--- config.mk ---
export PLATFORM = sky130hd
export DESIGN_NAME = mem_arbiter
export DESIGN_NICKNAME = d
export VERILOG_FILES = /design/src/rtl/mem_arbiter.sv
export SDC_FILE = /design/constraint.sdc
export NUM_CORES = 1
export LEC_CHECK = 0
export ABC_AREA = 0
export ABC_CLOCK_PERIOD_IN_PS = 3280
export CAP_MARGIN = 25
export CELL_PAD_IN_SITES_DETAIL_PLACEMENT = 0
export CELL_PAD_IN_SITES_GLOBAL_PLACEMENT = 1
export CORE_ASPECT_RATIO = 2
export CORE_MARGIN = 2
export CORE_UTILIZATION = 30
export DETAILED_ROUTE_END_ITERATION = 6
export PLACE_DENSITY = 0.78
export SYNTH_ARGS = -nofsm -noshare
export SYNTH_HDL_FRONTEND = slang
export SYNTH_SLANG_ARGS = --single-unit
--- constraint.sdc ---
create_clock -name clk -period 3.28 [get_ports clk]
set_clock_uncertainty 0.05 [all_clocks]
set_input_delay 0.328 -clock clk [delete_from_list [all_inputs] [get_ports clk]]
set_output_delay 0.328 -clock clk [all_outputs]
set_load 0.02 [all_outputs]
--- src/rtl/mem_arbiter.sv ---
`default_nettype none
// ============================================================================
// Module      : mem_arbiter
// Description : Two-port (CPU / loader) round-robin arbiter in front of a
//               single-port synchronous RAM. Each access runs through
//               IDLE -> ACC -> DATA -> DONE. ACC lasts WAIT_STATES+1 cycles.
// Revision    : 1.0 - initial release
// ============================================================================
module mem_arbiter #(
  parameter int WAIT_STATES = 0
) (
  input  logic        clk,
  input  logic        reset,
  // CPU requester
  input  logic        c_req,
  input  logic        c_we,
  input  logic [15:0] c_addr,
  input  logic [15:0] c_wdata,
  output logic        c_ack,
  // Loader requester
  input  logic        l_req,
  input  logic        l_we,
  input  logic [15:0] l_addr,
  input  logic [15:0] l_wdata,
  output logic        l_ack,
  // Shared status
  output logic [15:0] rdata,
  output logic        busy,
  output logic        owner,
  // Memory port
  output logic        mem_en,
  output logic        mem_we,
  output logic [15:0] mem_addr,
  output logic [15:0] mem_wdata,
  input  logic [15:0] mem_rdata
);

  typedef enum logic [1:0] {
    IDLE = 2'd0,
    ACC  = 2'd1,
    DATA = 2'd2,
    DONE = 2'd3
  } state_t;

  // Counter value on the final ACC cycle.
  localparam logic [1:0] ACC_LAST = 2'(WAIT_STATES);

  state_t      state;
  logic [1:0]  acc_cnt;
  logic        last_grant;   // 0 = CPU, 1 = loader
  logic        lat_we;
  logic [15:0] lat_addr;
  logic [15:0] lat_wdata;

  logic        win;          // 0 = CPU, 1 = loader
  logic        win_we;
  logic [15:0] win_addr;
  logic [15:0] win_wdata;

  // Round-robin winner selection; on a tie the side not granted last wins.
  always_comb begin
    win = 1'b0;
    if (c_req && l_req) begin
      win = ~last_grant;
    end else if (l_req) begin
      win = 1'b1;
    end
    win_we    = win ? l_we    : c_we;
    win_addr  = win ? l_addr  : c_addr;
    win_wdata = win ? l_wdata : c_wdata;
  end

  // Latched request drives the memory port and holds outside ACC.
  assign mem_addr  = lat_addr;
  assign mem_wdata = lat_wdata;

  // Access sequencer; all strobes are registered and cleared asynchronously.
  always_ff @(posedge clk or negedge reset) begin
    if (!reset) begin
      state      <= IDLE;
      acc_cnt    <= 2'd0;
      last_grant <= 1'b1;
      owner      <= 1'b0;
      rdata      <= 16'h0000;
      lat_we     <= 1'b0;
      lat_addr   <= 16'h0000;
      lat_wdata  <= 16'h0000;
      mem_en     <= 1'b0;
      mem_we     <= 1'b0;
      busy       <= 1'b0;
      c_ack      <= 1'b0;
      l_ack      <= 1'b0;
    end else begin
      case (state)
        IDLE: begin
          if (c_req || l_req) begin
            owner      <= win;
            last_grant <= win;
            lat_we     <= win_we;
            lat_addr   <= win_addr;
            lat_wdata  <= win_wdata;
            acc_cnt    <= 2'd0;
            mem_en     <= 1'b1;
            mem_we     <= win_we;
            busy       <= 1'b1;
            state      <= ACC;
          end
        end
        ACC: begin
          if (acc_cnt == ACC_LAST) begin
            mem_en <= 1'b0;
            mem_we <= 1'b0;
            state  <= DATA;
          end else begin
            acc_cnt <= acc_cnt + 2'd1;
          end
        end
        DATA: begin
          // RAM data is valid here; writes leave rdata untouched.
          if (!lat_we) begin
            rdata <= mem_rdata;
          end
          c_ack <= ~owner;
          l_ack <= owner;
          state <= DONE;
        end
        DONE: begin
          c_ack <= 1'b0;
          l_ack <= 1'b0;
          busy  <= 1'b0;
          state <= IDLE;
        end
      endcase
    end
  end

endmodule
`default_nettype wire
==> results of run 1 <==
area by class of cell:
cell class	instances	area, sq um
timing repair buffer	145	1471
fill	881	4686
tap	104	130.1
clock inverter	3	15.01
clock buffer	12	236.5
multi-input combinational	161	1187
sequential	60	1503
inverter	8	30.03
layer usage:
metal,up-vias,routed length [microns]
met5,-,0
li1,1132,-
met1,1054,2691
met2,75,4637
met4,0,206
met3,12,467
cells in the mapped netlist, types with 2 or more instances:
| cell type | instances | area, sq um |
|---|---|---|
| nand2_1 | 33 | 123.9 |
| buf_2 | 3 | 15.01 |
| buf_8 | 3 | 45.04 |
| dfrtp_1 | 59 | 1476 |
| inv_1 | 8 | 30.03 |
| mux2_2 | 17 | 191.4 |
| o21ai_1 | 29 | 145.1 |
| o21ai_0 | 6 | 30.03 |
| mux2i_1 | 37 | 370.4 |
| o22ai_1 | 2 | 12.51 |
| nor2b_1 | 2 | 12.51 |
| a21oi_1 | 7 | 35.03 |
| nor2_1 | 5 | 18.77 |
| ha_1 | 8 | 100.1 |
| nand2b_1 | 2 | 12.51 |
| buf_4 | 4 | 30.03 |
| a211o_1 | 2 | 17.52 |
registers in the layout (all words and copies together), names as in the netlist, 2 cells and up:
signal	flops
acc_cnt	2
rdata	16
state	2
mem_wdata	16
mem_addr	16
cell families after synthesis:
logic type | synth area share
compound gates | 0.1111
fa+ha+maj | 0.03556
mux | 0.1996
buf+inv | 0.05110
flops | 0.5338
simple gates | 0.06889
stage by stage:
| stage | util | setup WS (ns) | std cells | hold slack (ns) |
|---|---|---|---|---|
| 6_report | 0.4939 | 1.221 | 493 | 0.4294 |
| 5_1_grt | 0.4939 | 1.090 | 493 | 0.4561 |
| 4_1_cts | 0.4907 | 1.214 | 491 | 0.1560 |
| 3_5_place_dp | 0.4635 | 0.8668 | 476 | 0.4206 |
| 3_3_place_gp | 0.4635 | 0.9715 | 476 | 0.4142 |
| 2_1_floorplan | - | 1.570 | 243 | -0.01759 |
worst register-to-register path, delay by kind of cell, from the launching register on:
kind / cells / cell delay [ns]
compound gates: 3 / 0.79
fa+ha+maj: 1 / 0.48
buf+inv: 1 / 0.13
flops: 1 / 0.41
power by group:
part	switching, mW	internal [mW]	total, mW
registers	0.198	1.12	1.32
clock network	0.310	0.502	0.812
logic	1.11	1.10	2.21
total	1.62	2.72	4.34
worst max-delay path by stage:
stage,from,end,slack [ns],cells past startpoint
after global placement,l_req,mem_addr[4],0.97,5
after CTS,l_req,mem_addr[13],1.21,5
after floorplan,state[0],rdata[0],1.57,6
after detailed placement,l_req,mem_addr[13],0.87,5
final,l_req,mem_addr[14],1.22,5
after global routing,l_req,mem_wdata[3],1.09,5
==> metrics list, run 1 <==
- Placeable core area: 9259 sq um
* Cell chain of the critical path: clkdlybuf4s50_1 > a21boi_4 > buf_12 > mux2i_1 > o21ai_1
- Counting flops with an async set or reset pin after synthesis yields a share of 1.000.
- Detailed routing inserted a total of 2273 vias.
- In the final routed layout, each cell accounts on average for 16.23 microns.
- Net total in the final layout: 479
- After routing the design area is 4573 sq um.
* Flop2flop setup slack: 1.30 ns
- First-pass GRT wire length: 12210 microns
- Number of placement rows: 50
* Part of the Yosys area used for sequential elements: 0.5338
- For met2 alone, demand over resource in global routing was 0.2999.
- Resize count post-CTS: 0
- Relative to the synthesized area, the layout overhead comes to 62.44%.
- The detail route stage leaves a number of antenna-violating nets equal to 0.
- Instance count of the mapped netlist: 243
- Setup repair after global routing left no endpoint under its margin.
- The tree is rooted in a clkbuf_16.
- During placement, the flow inserted port buffers numbering 139.
- The number of max-slew violations in the final report was 0.
- Reg-to-reg startpoint: state[0]
- After synthesis the netlist holds a flip-flop and latch count of 60.
* Final-report setup violation count: 0
- For this design the ratio of total power to cell area is 949.0 nW/um^2.
- Detailed placement ended at an HPWL of 6166 microns.
* Category of the worst setup path launch point: input port
- GRT Resource Usage Total: 0.1617
- The tightest min-delay check is of the reg2reg type.
- Clock buffers created by TritonCTS: 9
- In the finished design, the share of the clock period the worst path needs comes to 0.6277.
- Met3 capacity usage during global routing: 0.04074
- Antenna violations before repair: 0
- First-iteration detailed-routing DRC count: 66
* CP max stage delay: 0.66 ns
* Number of top-level pins: 140
* Avg Inst Size Synth: 11.59 sq um
* DR DRC count: 0
- N_diodes: 0
- The worst pin sits at a relative slew slack of 0.5195.
* Total count of hold-check failures in the final report: 0
* Final weighted congestion of routability-driven global placement: 0.7559
- After detailed placement, the total cell area comes to 4292 sq um.
* Worst hold stages: 2
- Top achievable clock speed: 485.7 MHz
- The worst register-to-register path ends at acc_cnt[1].
- Of the cells placed in the final design, the portion with a size suffix greater than 1 is 0.1054.
* Post-Synthesis Cell Area: 2815 sq um
- Routed Wire Length: 8003 microns
- The H-tree was split into 3 levels.
- Gate family responsible for the most delay along the worst path: buffers and inverters
* Count of TritonRoute iterations in the first routing pass: 4
- Crit path required time: 3.44 ns
- The worst hold path begins at mem_wdata[8].
- Clock tree from TritonCTS: done
- Number of setup buffers added after CTS: 0
- Max-cap violations in this run came to 0.
- STA puts the critical path data arrival time at 2.22 ns.
- In this run the worst path has a maximum fanout of 20.
- Critical path endpoint category: register
- Maximum vdd drop: 0.4736 mV
* Met1 demand-to-capacity share in global routing: 0.1600
- Summed over all cells, the static leakage comes to 1.967 nW.
* Number of cells on the worst reg-to-reg path: 5
- Via density per instance: 4.611
- The library cells used most frequently in the layout, excluding fill and tap cells, are 138 x clkdlybuf4s50_1, 59 x dfrtp_1, 37 x mux2i_1.
* Area of the die: 10220 sq um
- Setup_tns: 0 ns
* Power after layout: 4.340 mW
- For this run, the leading register cell type out of synthesis is dfrtp_1.
- Worst-path clk slew: 0.05 ns
- Number of warnings printed during yosys synthesis: 0
* Die X: 72.50 microns
- The critical path is of the in2reg type.
- Time the final worst path needs with I/O delays and setup: 2.059 ns
- Total congestion overflow after global routing: 0
* Number of sinks driven by the clock tree: 60
- For the pin with the worst max-slew slack, the measured transition is 0.7189 ns.
* Pin count of the biggest net entering global routing: 45
- Synth cell types: 33
- The run finished with clean final reports.
- After clock tree synthesis, the flow added hold-fix buffers numbering 0.
- Max clock buf depth: 2
- WP buf/inv: 2
* Number of global-route vias before repair: 2254
- For this design, the slowest cell found on the critical path is a21boi_4.
* Clock Latency Late Sink: 0.32 ns
- Most common cell after layout, fill and taps aside: clkdlybuf4s50_1
* Top Usage Layer GRT: met2
- For hold timing, the worst endpoint is mem_wdata[8].
- The initial utilization of the core area, before any placement, comes to 0.3041.
* EDFF count, synth: 0
- Height of the die: 141.0 microns
- Counting every net in the synthesized netlist gives 337.
(Power assumes the default switching activity.)
==> inputs of run 2 (changes only) <==
Settings changed: ABC_CLOCK_PERIOD_IN_PS 3280 to 1900.
Clock period 3.28 ns to 1.9 ns, I/O delays scaled along.
==> metrics list, run 2 (synthesis gave the netlist of run 1 again) <==
- The routed wire length on met2 came to 5014 microns (was 4637 microns).
* DR WL met3: 438 microns (was 467 microns)
* Wire length on met1: 2716 microns (was 2691 microns)
* Area of the die: 10220 sq um (unchanged)
* Number of pins with negative max-slew slack in the final report: 0 (unchanged)
- The weighted congestion at the end of routability-driven global placement was 0.8620 (was 0.7559).
- The required time of the critical path came to 2.05 ns (was 3.44 ns).
- The initial core utilization is 0.3041 (unchanged).
- Number of setup buffers added after CTS: 0 (unchanged)
- The remaining antenna violation count was 0 (unchanged).
- The maximum buffer depth of the clock tree is 2 (unchanged).
* Number of top-level pins: 140 (unchanged)
- Maximum vdd drop: 0.7230 mV (was 0.4736 mV)
* Quantity of I/O buffers inserted on ports: 139 (unchanged)
- The cell row count came to 50 (unchanged).
- The hold slack is 0.3422 ns (was 0.4294 ns).
* Final-report setup violation count: 0 (unchanged)
- The signed area change from the synthesized netlist to the final layout came to 66.09% (was 62.44%).
- The commonest non-fill, non-tap cell in the layout was clkdlybuf4s50_1 (unchanged).
* Static Leak: 2.017 nW (was 1.967 nW)
- Flop2flop setup slack: 0.12 ns (was 1.30 ns)
- The end of the worst register-to-register path was acc_cnt[0] (was acc_cnt[1]).
- The relative slew slack was 0.7523 (was 0.5195).
- First-iteration detailed-routing DRC count: 101 (was 66)
- Total count of hold-check failures in the final report: 0 (unchanged)
- The die span in x was 72.50 microns (unchanged).
* Fin crit share: 0.9367
- The category of the worst setup path launch point is a register (was input port).
* Clock Latency Late Sink: 0.32 ns (about the same)
* Detailed placement HPWL: 6522 microns (was 6166 microns)
- The max capacitance violation total is 0 (unchanged).
- The wire length after detailed routing is 8443 microns (was 8003 microns).
* Cell at the root of the clock tree: clkbuf_16 (unchanged)
- The via count of the first global-routing pass is 2465 (was 2254).
* Via density per instance: 4.812 (was 4.611)
- The worst setup path startpoint was state[1] (was l_req).
* Setup_tns: 0 ns (unchanged)
- The count of cells resized by post-cts repair came to 0 (unchanged).
- Areal power density over the cells: 1680 nW/um^2 (was 949.0 nW/um^2)
- Number of sinks driven by the clock tree: 60 (unchanged)
- Uppermost routed layer: met4 (unchanged)
* N_diodes: 0 (unchanged)
- Height of the die: 141.0 microns (unchanged)
- Unrepaired setup endpoints after global routing: no (unchanged).
- Wire per inst: 16.92 microns (was 16.23 microns)
- Status: complete, no violations (unchanged).
- Worst-path clk slew: 0.05 ns (about the same)
- Slew at the pin closest to its max-slew limit: 0.3701 ns (was 0.7189 ns)
- Worst setup path class: reg2reg (was in2reg)
- The global route total overflow was 0 (unchanged).
- Net total in the final layout: 484 (was 479)
* Clock buffers created by TritonCTS: 9 (unchanged)
- Critical path capture point: acc_cnt[0] (was mem_addr[14])
- Worst Hold Class: in2async (was reg2reg)
- The number of antenna violations at the first check in global routing was 0 (unchanged).
- Critical Path Fanout Max: 7 (was 20)
* Layout cells sized above 1: 0.1241 (was 0.1054)
- Commonest cells after routing, fill and taps aside: 138 x clkdlybuf4s50_1, 59 x dfrtp_1, 37 x mux2i_1 (unchanged).
- Number of cells on the worst reg-to-reg path: 5 (unchanged)
- Placeable core area: 9259 sq um (unchanged)
* Top achievable clock speed: 561.9 MHz
- Data arrival time of the critical path: 1.93 ns (was 2.22 ns)
- The global-route total usage across every layer is 0.1738 (was 0.1617).
* First-pass GRT wire length: 13210 microns (was 12210 microns)
- The clock tree from TritonCTS is done (unchanged).
* Pin count of the biggest net entering global routing: 61 (was 45)
- Reg-to-reg startpoint: state[1] (was state[0])
- Total via count in the routed design: 2401 (was 2273)
* Count of TritonRoute iterations in the first routing pass: 4 (unchanged)
* DR DRC count: 0 (unchanged)
- Time the final worst path needs with I/O delays and setup: 1.780 ns
- The H-tree depth reported by CTS came to 3 (unchanged).
* Critical path endpoint category: register (unchanged)
## run 2: cell count changes in the layout (fill, tap and decap cells not counted)
| cell | delta |
|---|---|
| buf_12 | +1 |
| buf_4 | +4 |
| bufinv_16 | +1 |
| clkbuf_1 | -2 |
| clkbuf_8 | +2 |
| clkinv_2 | -1 |
| clkinvlp_4 | +1 |
## run 2: routing by layer
layer	vias up	track usage
met4	0	0.09844
met2	85	0.3250
met5	-	0
li1	1144	-
met1	1155	0.1702
met3	17	0.03431
## run 2: critical path: stages, from the launching register on
cell and delay [ns]:
dfrtp_1 0.42, inv_1 0.14, ha_1 0.33, and2_1 0.29
o31ai_1 0.11, a221o_1 0.31
## run 2: stage by stage
stage / std cells / area [sq um] / setup slack [ns] / utilization / total power, mW
4_1_cts: 499 / 4676 / 0.1362 / 0.5050 / 7.966
3_5_place_dp: 482 / 4362 / 0.1266 / 0.4711 / 6.293
2_1_floorplan: 243 / 2815 / 0.1896 / - / 4.447
5_1_grt: 499 / 4676 / 0.008402 / 0.5050 / 8.355
3_3_place_gp: 482 / 4362 / 0.1554 / 0.4711 / 6.199
6_report: 499 / 4676 / 0.1202 / 0.5050 / 7.856
## run 2: final cells by class
cell class                      count  area (sq um)
Tap cell                          104         130.1
Timing Repair Buffer              150          1521
Clock buffer                       12         256.5
Fill cell                         862          4583
Inverter                            8         30.03
Clock inverter                      4         47.55
Multi-Input combinational cell    161          1187
Sequential cell                    60          1503
## run 2: power breakdown
part,internal (mW),leakage [nW],total (mW),switching [mW]
clock network,1.08,0.149,1.63,0.552
registers,1.93,0.728,2.28,0.354
logic,1.97,1.14,3.94,1.97
total,4.98,2.02,7.86,2.88
## run 2: repair_timing
item                                    in CTS  in global routing
endpoints found under the setup margin       0                  0
hold endpoints to repair                    59                  0
hold buffers                                 1                  0
## run 2: worst min path at each step
stage | to | slack, ns | startpoint | cells past startpoint
global placement | mem_wdata[4] | 0.18 | reset | 2
finish | mem_wdata[4] | 0.34 | reset | 3
global route | mem_wdata[12] | 0.39 | reset | 3
detailed placement | mem_wdata[4] | 0.18 | reset | 2
CTS | mem_wdata[12] | 0.37 | reset | 3
floorplan | acc_cnt[0] | -0.16 | reset | 0
==> inputs of run 3 (changes only) <==
Settings changed: SKIP_LAST_GASP from default to 1.
==> results of run 3 <==
The final DEF is identical to that of run 2; final timing and power are the same.
